--- src/rtl/sparc_hazard_ctrl.sv ---
// Hazard/stall controller for the five-stage SPARC pipeline: operand forwarding,
// load-use bubbles, branch squash, data-memory freeze and stall/flush statistics.
module sparc_hazard_ctrl #(
  parameter int CNT_W = 16
) (
  input  logic             clk,
  input  logic             clr,
  input  logic [4:0]       id_rs1,
  input  logic [4:0]       id_rs2,
  input  logic [4:0]       id_rd,
  input  logic             id_rs1_used,
  input  logic             id_rs2_used,
  input  logic             id_rd_used,
  input  logic [4:0]       ex_rd,
  input  logic [4:0]       mem_rd,
  input  logic [4:0]       wb_rd,
  input  logic             ex_rf_we,
  input  logic             mem_rf_we,
  input  logic             wb_rf_we,
  input  logic             ex_load,
  input  logic             br_taken,
  input  logic             br_annul,
  input  logic             mem_busy,
  output logic             pc_le,
  output logic             if_id_le,
  output logic             id_ex_le,
  output logic             ex_mem_le,
  output logic             mem_wb_le,
  output logic             if_id_reset,
  output logic             id_ex_reset,
  output logic [1:0]       fwd_a,
  output logic [1:0]       fwd_b,
  output logic [1:0]       fwd_d,
  output logic [CNT_W-1:0] stall_cnt,
  output logic [CNT_W-1:0] flush_cnt,
  output logic             state
);

  typedef enum logic {RUN = 1'b0, MEM_WAIT = 1'b1} state_t;

  state_t           state_reg, state_next;
  logic             br_pend_reg, br_pend_next;
  logic             pend_annul_reg, pend_annul_next;
  logic [CNT_W-1:0] stall_cnt_reg, flush_cnt_reg;
  logic             stall_inc, flush_inc;
  logic             load_use;

  // A loaded value is not available until MEM, so an EX load never forwards.
  function automatic logic [1:0] fwd_sel(input logic [4:0] src, input logic used);
    logic [1:0] sel;
    sel = 2'b00;
    if (used && src != 5'd0) begin
      if (ex_rf_we && !ex_load && ex_rd == src)
        sel = 2'b01;
      else if (mem_rf_we && mem_rd == src)
        sel = 2'b10;
      else if (wb_rf_we && wb_rd == src)
        sel = 2'b11;
    end
    return sel;
  endfunction

  assign fwd_a = fwd_sel(id_rs1, id_rs1_used);
  assign fwd_b = fwd_sel(id_rs2, id_rs2_used);
  assign fwd_d = fwd_sel(id_rd, id_rd_used);

  assign load_use = ex_load && ex_rf_we && ex_rd != 5'd0 &&
                    ((id_rs1_used && id_rs1 == ex_rd) ||
                     (id_rs2_used && id_rs2 == ex_rd) ||
                     (id_rd_used  && id_rd  == ex_rd));

  // RUN and MEM_WAIT share the same rule chain; only the freeze keeps us in MEM_WAIT.
  always_comb begin
    pc_le           = 1'b1;
    if_id_le        = 1'b1;
    id_ex_le        = 1'b1;
    ex_mem_le       = 1'b1;
    mem_wb_le       = 1'b1;
    if_id_reset     = 1'b0;
    id_ex_reset     = 1'b0;
    state_next      = RUN;
    br_pend_next    = br_pend_reg;
    pend_annul_next = pend_annul_reg;
    stall_inc       = 1'b0;
    flush_inc       = 1'b0;
    if (mem_busy) begin
      pc_le      = 1'b0;
      if_id_le   = 1'b0;
      id_ex_le   = 1'b0;
      ex_mem_le  = 1'b0;
      mem_wb_le  = 1'b0;
      state_next = MEM_WAIT;
      stall_inc  = 1'b1;
      if (br_taken) begin
        br_pend_next    = 1'b1;
        pend_annul_next = br_annul;
      end
    end else if (load_use) begin
      pc_le       = 1'b0;
      if_id_le    = 1'b0;
      id_ex_reset = 1'b1;
      stall_inc   = 1'b1;
    end else if (br_taken || br_pend_reg) begin
      if_id_reset  = 1'b1;
      id_ex_reset  = br_taken ? br_annul : pend_annul_reg;
      flush_inc    = 1'b1;
      br_pend_next = 1'b0;
    end
  end

  always_ff @(posedge clk or negedge clr) begin
    if (!clr) begin
      state_reg      <= RUN;
      br_pend_reg    <= 1'b0;
      pend_annul_reg <= 1'b0;
      stall_cnt_reg  <= '0;
      flush_cnt_reg  <= '0;
    end else begin
      state_reg      <= state_next;
      br_pend_reg    <= br_pend_next;
      pend_annul_reg <= pend_annul_next;
      if (stall_inc && stall_cnt_reg != {CNT_W{1'b1}})
        stall_cnt_reg <= stall_cnt_reg + 1'b1;
      if (flush_inc && flush_cnt_reg != {CNT_W{1'b1}})
        flush_cnt_reg <= flush_cnt_reg + 1'b1;
    end
  end

  assign stall_cnt = stall_cnt_reg;
  assign flush_cnt = flush_cnt_reg;
  assign state     = (state_reg == MEM_WAIT);

endmodule

--- config.mk ---
export PLATFORM = sky130hd
export DESIGN_NAME = sparc_hazard_ctrl
export DESIGN_NICKNAME = d
export VERILOG_FILES = /design/src/rtl/sparc_hazard_ctrl.sv
export SDC_FILE = /design/constraint.sdc
export NUM_CORES = 1
export LEC_CHECK = 0
export CORE_ASPECT_RATIO = 0.9
export CORE_MARGIN = 2
export CORE_UTILIZATION = 35
export CTS_BUF_LIST = sky130_fd_sc_hd__clkbuf_8
export CTS_CLUSTER_DIAMETER = 40
export CTS_CLUSTER_SIZE = 8
export DETAILED_ROUTE_END_ITERATION = 16
export PLACE_DENSITY = 0.71
export SYNTH_ARGS = -nofsm -noshare
export SYNTH_HDL_FRONTEND = slang
export SYNTH_SLANG_ARGS = --single-unit
export TNS_END_PERCENT = 5
--- constraint.sdc ---
create_clock -name clk -period 6.4 [get_ports clk]
set_input_delay 1.6 -clock clk [delete_from_list [all_inputs] [get_ports clk]]
set_output_delay 1.6 -clock clk [all_outputs]
set_load 0.05 [all_outputs]
== Yosys cells after proc, flatten, opt, wreduce, memory -nomap -nowiden ==
Cells that the tools add are included.

* Output and inout port bits: 46
* Register bits after elaboration: 35
* Word-level logic and storage cells: 83

* Multiplexer cells: 29
* Equal/unequal tests: 16
* $add $sub $neg: 2
* Reductions and logical operators: 31

{| class="wikitable"
|+ Operator list
! operator !! count
|-
| 5-bit == test || 12
|-
| 16-bit by 1-bit adder with 16-bit output, second input constant || 2
|-
| 16-bit != test, second input constant || 2
|-
| 2-bit 2-to-1 mux || 12
|-
| 1-bit logical AND || 21
|-
| 5-bit nonzero test || 4
|-
| 1-bit 2-to-1 mux || 17
|-
| 2-bit != test, second input constant || 2
|-
| 1-bit logical OR || 3
|-
| 3-bit AND reduction || 1
|-
| 2-bit nonzero test || 1
|-
| 1-bit zero test || 1
|}

== Depth between registers and ports, before layout ==
* Depth after elaboration: 8
* Gate-level depth with buffers: 8
* Depth with buffers taken out: 6

== Worst setup path before layout ==
No wires, ideal clock.

* Path type: input to output
* From: input ex_rd[0]
* To: output if_id_reset
* Data required time: 4,800 ps
* Slack: 1,151 ps
* Buffers on the path: 1
* Arrival time: 3,649 ps
* Cell stages on the path: 6
* Cells stage by stage: or3_1 > o311a_1 > or2_4 > o31ai_4 > buf_4 > nor2b_1

* Longest elaborated chain between the ends: 7

{| class="wikitable"
|+ RTL lines
! item !! RTL line !! text
|-
| from (decl) || 14 || <nowiki>input logic [4:0] ex_rd,</nowiki>
|-
| 5-bit == test, on equally long branches || 68, 69 ||
|-
| 1-bit logical AND, on equally long branches || 68, 69 ||
|-
| 1-bit logical OR || 68 || <nowiki>((id_rs1_used && id_rs1 == ex_rd) ||</nowiki>
|-
| 1-bit logical OR || 69 || <nowiki>(id_rs2_used && id_rs2 == ex_rd) ||</nowiki>
|-
| 1-bit logical AND (*) || 67 || <nowiki>assign load_use = ex_load && ex_rf_we && ex_rd != 5'd0 &&</nowiki>
|-
| 1-bit 2-to-1 mux (*) || 98 || <nowiki>end else if (load_use) begin</nowiki>
|-
| 1-bit 2-to-1 mux (*) || 86 || <nowiki>if (mem_busy) begin</nowiki>
|-
| to (decl) || 29 || <nowiki>output logic if_id_reset,</nowiki>
|}

Every way passes the cells marked *; elsewhere a longest branch is shown, timed or not.

== Worst setup path after layout ==
* From: input id_rs2[1]
* To: output fwd_b[0]

* Longest elaborated chain between the ends: 6

{| class="wikitable"
|+ RTL lines
! item !! RTL line !! text
|-
| from (decl) || 9 || <nowiki>input logic [4:0] id_rs2,</nowiki>
|-
| 5-bit == test || 57 || <nowiki>else if (wb_rf_we && wb_rd == src)</nowiki>
|-
| 1-bit logical AND || 57 ||
|-
| 2-bit 2-to-1 mux || 57 ||
|-
| 2-bit 2-to-1 mux || 55 || <nowiki>else if (mem_rf_we && mem_rd == src)</nowiki>
|-
| 2-bit 2-to-1 mux || 53 || <nowiki>if (ex_rf_we && !ex_load && ex_rd == src)</nowiki>
|-
| 2-bit 2-to-1 mux (*) || 52 || <nowiki>if (used && src != 5'd0) begin</nowiki>
|-
| to (decl) || 32 || <nowiki>output logic [1:0] fwd_b,</nowiki>
|}

Marked as above.

==> results.txt <==
Final Skew: 0.00758 ns
most common cell after layout, fill and taps aside: clkdlybuf4s50_1
gpl congestion: 0.846
power density over cell area: 276 nW/um^2
arrival time worst endpoint: 4.03 ns
Peak VDD IR: 0.000136 V
total CTS buffers: 5
most used cells in the layout excluding fill and tap cells: 84 x clkdlybuf4s50_1, 53 x xor2_1, 35 x dfrtp_1
Worst-path clk slew: 0.06 ns
Final #Nets: 391
H-tree depth: 2
cell row count: 28
Post-DRT Antenna Nets: 0
Comb pwr share: 0.474
RSZ-0062 raised after global routing: false
Residual DRC: 0
Fmax: 178 MHz
drt via density: 5.11
core area: 6620 sq um
initial core utilization: 0.366
Hold Fails Final Rpt: 0
Initial DRC Count: 58
vias in the first global route: 2176
Worst-Margin Slew: 0.688 ns
setup violators final: 0
CP Launch Type: primary input
Rel. slew slack: 0.540
Post-Syn Area: 2420 sq um
clock latency on the worst-skew pair: 0.28 ns
FILL cells: 619
Vias: 2236
Seq cells post-synth: 35
critical path peak fanout: 4
Die H: 82.9 um
Syn Area/Cell: 9.35 sq um
maximum clock insertion buffer count: 2
die area: 7600 sq um
Yosys cell types: 35
switch share: 0.435
status: finished clean
layout cells sized above 1: 0.0632
register area: 876 sq um
Routed wire per std cell: 14.0 um
first-pass GRT wire length: 10400 um
# diodes: 0
Ys Warns: 0
first-pass detailed-route iteration total: 4
postcts setup bufs: 0
post-route cell area: 3470 sq um
main combinational cell family by area after synthesis: simple AND/OR/NAND/NOR gates
period utilization: 0.880
largest net degree at the start of global routing: 36
Seq/Total Area, Yosys: 0.362
P_int: 0.542 mW
Seq pwr share: 0.343
adder-cell share of the synthesized area: 0.0103
Syn Inst Count: 259
gr ovfl total: 0
CP Class: primary input to primary output
Data required, critical path: 4.80 ns
Tot GR Track Use: 0.166
crit path time final: 5.63 ns
Clock Sinks: 35
CTS-repair resized insts: 0
root buffer cell: clkbuf_8
CP endpoint kind: primary output
mux cell area share after synthesis: 0.0202
CTS tree: built
Post-DP Area: 3360 sq um
simple-gate portion of the synthesized area: 0.266
DP Wirelength: 4930 um
P_sw: 0.417 mW
die width: 91.7 um
initial antenna violation count: 0
Setup TNS: 0 ns
P&R area growth vs syn: 43.3%
Post-Synth XOR/XNOR Area: 0.264
syn_nets: 303
Clk pwr share: 0.183
footprint of the multi-input gates: 1470 sq um
Pleak: 1.39 nW
boundary pin count: 88
Compound-Gate Fraction of Synth Area: 0.0486
final slew viol count: 0
Hold-fix buffers, CTS: 0
quantity of I/O buffers inserted on ports: 87
WL final: 6120 um
Maximum Capacitance Violations: 0
Overall Power: 0.959 mW
hold crit path type: flip-flop to flip-flop
==> layer usage <==
| layer | vias up | GRT usage | share of wire |
|---|---|---|---|
| met3 | 6 | 0.0372 | 0.070 |
| met1 | 1072 | 0.212 | 0.44 |
| li1 | 1080 | - | - |
| met2 | 78 | 0.279 | 0.48 |
| met5 | - | 0 | 0 |
| met4 | 0 | 0.0537 | 0.011 |
==> path summary, 6_finish.rpt <==
| path | from | end | slack [ns] | cells past startpoint |
|---|---|---|---|---|
| max | id_rs2[1] | fwd_b[0] | 0.77 | 7 |
| min | flush_cnt[7] | flush_cnt[7] | 0.49 | 1 |
| max reg2reg | flush_cnt[4] | flush_cnt[1] | 4.06 | 6 |
| min reg2reg | flush_cnt[7] | flush_cnt[7] | 0.49 | 1 |
| max in group asynchronous | clr | flush_cnt[8] | 4.37 | 2 |
| min in group asynchronous | clr | stall_cnt[14] | 1.71 | 2 |
==> power groups by stage <==
stage	Clock (mW)	Sequential [mW]	Combinational [mW]
final	0.175	0.329	0.455
after detailed placement	0	0.333	0.458
after global placement	0	0.332	0.452
after CTS	0.181	0.329	0.459
after floorplan	0	0.484	0.134
after global routing	0.189	0.340	0.481
==> cells by family after synthesis <==
family / count (synthesis)
adder cells (fa/ha/maj): 2
XOR/XNOR: 73
AO/OA/AOI/OAI: 17
multiplexers: 4
flip-flops: 35
AND/OR/NAND/NOR: 117
buffers and inverters: 11
==> synthesized netlist by cell type <==
| cell | number | area share |
|---|---|---|
| a21oi_1 | 7 | 0.014 |
| a32o_1 | 1 | 0.0041 |
| and3_1 | 8 | 0.021 |
| and4_1 | 3 | 0.011 |
| buf_4 | 5 | 0.016 |
| buf_8 | 1 | 0.0062 |
| clkbuf_1 | 2 | 0.0031 |
| dfrtp_1 | 35 | 0.36 |
| ha_1 | 2 | 0.010 |
| inv_1 | 3 | 0.0047 |
| mux2_2 | 3 | 0.014 |
| mux2_4 | 1 | 0.0062 |
| nand2_1 | 19 | 0.029 |
| nand2b_1 | 1 | 0.0026 |
| nand3_1 | 16 | 0.033 |
| nand3b_4 | 1 | 0.0083 |
| nand4_1 | 7 | 0.018 |
| nor2_1 | 16 | 0.025 |
| nor2b_1 | 4 | 0.010 |
| nor3_1 | 18 | 0.037 |
| nor3b_1 | 2 | 0.0062 |
| nor4_1 | 10 | 0.026 |
| nor4b_1 | 3 | 0.011 |
| nor4bb_1 | 1 | 0.0041 |
| o211ai_1 | 1 | 0.0031 |
| o21ai_0 | 5 | 0.010 |
| o311a_1 | 1 | 0.0041 |
| o31ai_4 | 1 | 0.0088 |
| o32ai_1 | 1 | 0.0036 |
| or2_2 | 2 | 0.0052 |
| or2_4 | 1 | 0.0036 |
| or3_1 | 2 | 0.0052 |
| or4_1 | 3 | 0.0093 |
| xnor2_1 | 20 | 0.072 |
| xor2_1 | 53 | 0.19 |
==> critical path, stage by stage <==
cell and delay, ns:
clkdlybuf4s50_1 0.52, xor2_1 0.21, nor3_1 0.25, nor4b_1 0.46, a21oi_1 0.09, nor2_1 0.10, clkdlybuf4s50_1 0.80
==> metrics by stage <==
step	hold WS, ns	std cells	util	setup slack [ns]
5_1_grt	0.518	438	0.524	0.618
4_1_cts	0.495	438	0.524	0.782
2_1_floorplan	0.479	259	-	1.15
3_5_place_dp	0.484	430	0.508	0.801
3_3_place_gp	0.476	430	0.508	0.820
6_report	0.490	438	0.524	0.768
==> cell type report <==
class | count | area share
clock buffers | 7 | 0.0278
well taps | 90 | 0.0325
repair buffers | 89 | 0.257
flip-flops and latches | 35 | 0.253
multi-input cells | 213 | 0.425
inverters | 3 | 0.00325
clock inverters | 1 | 0.00216
Power figures use the tool's default switching activity.
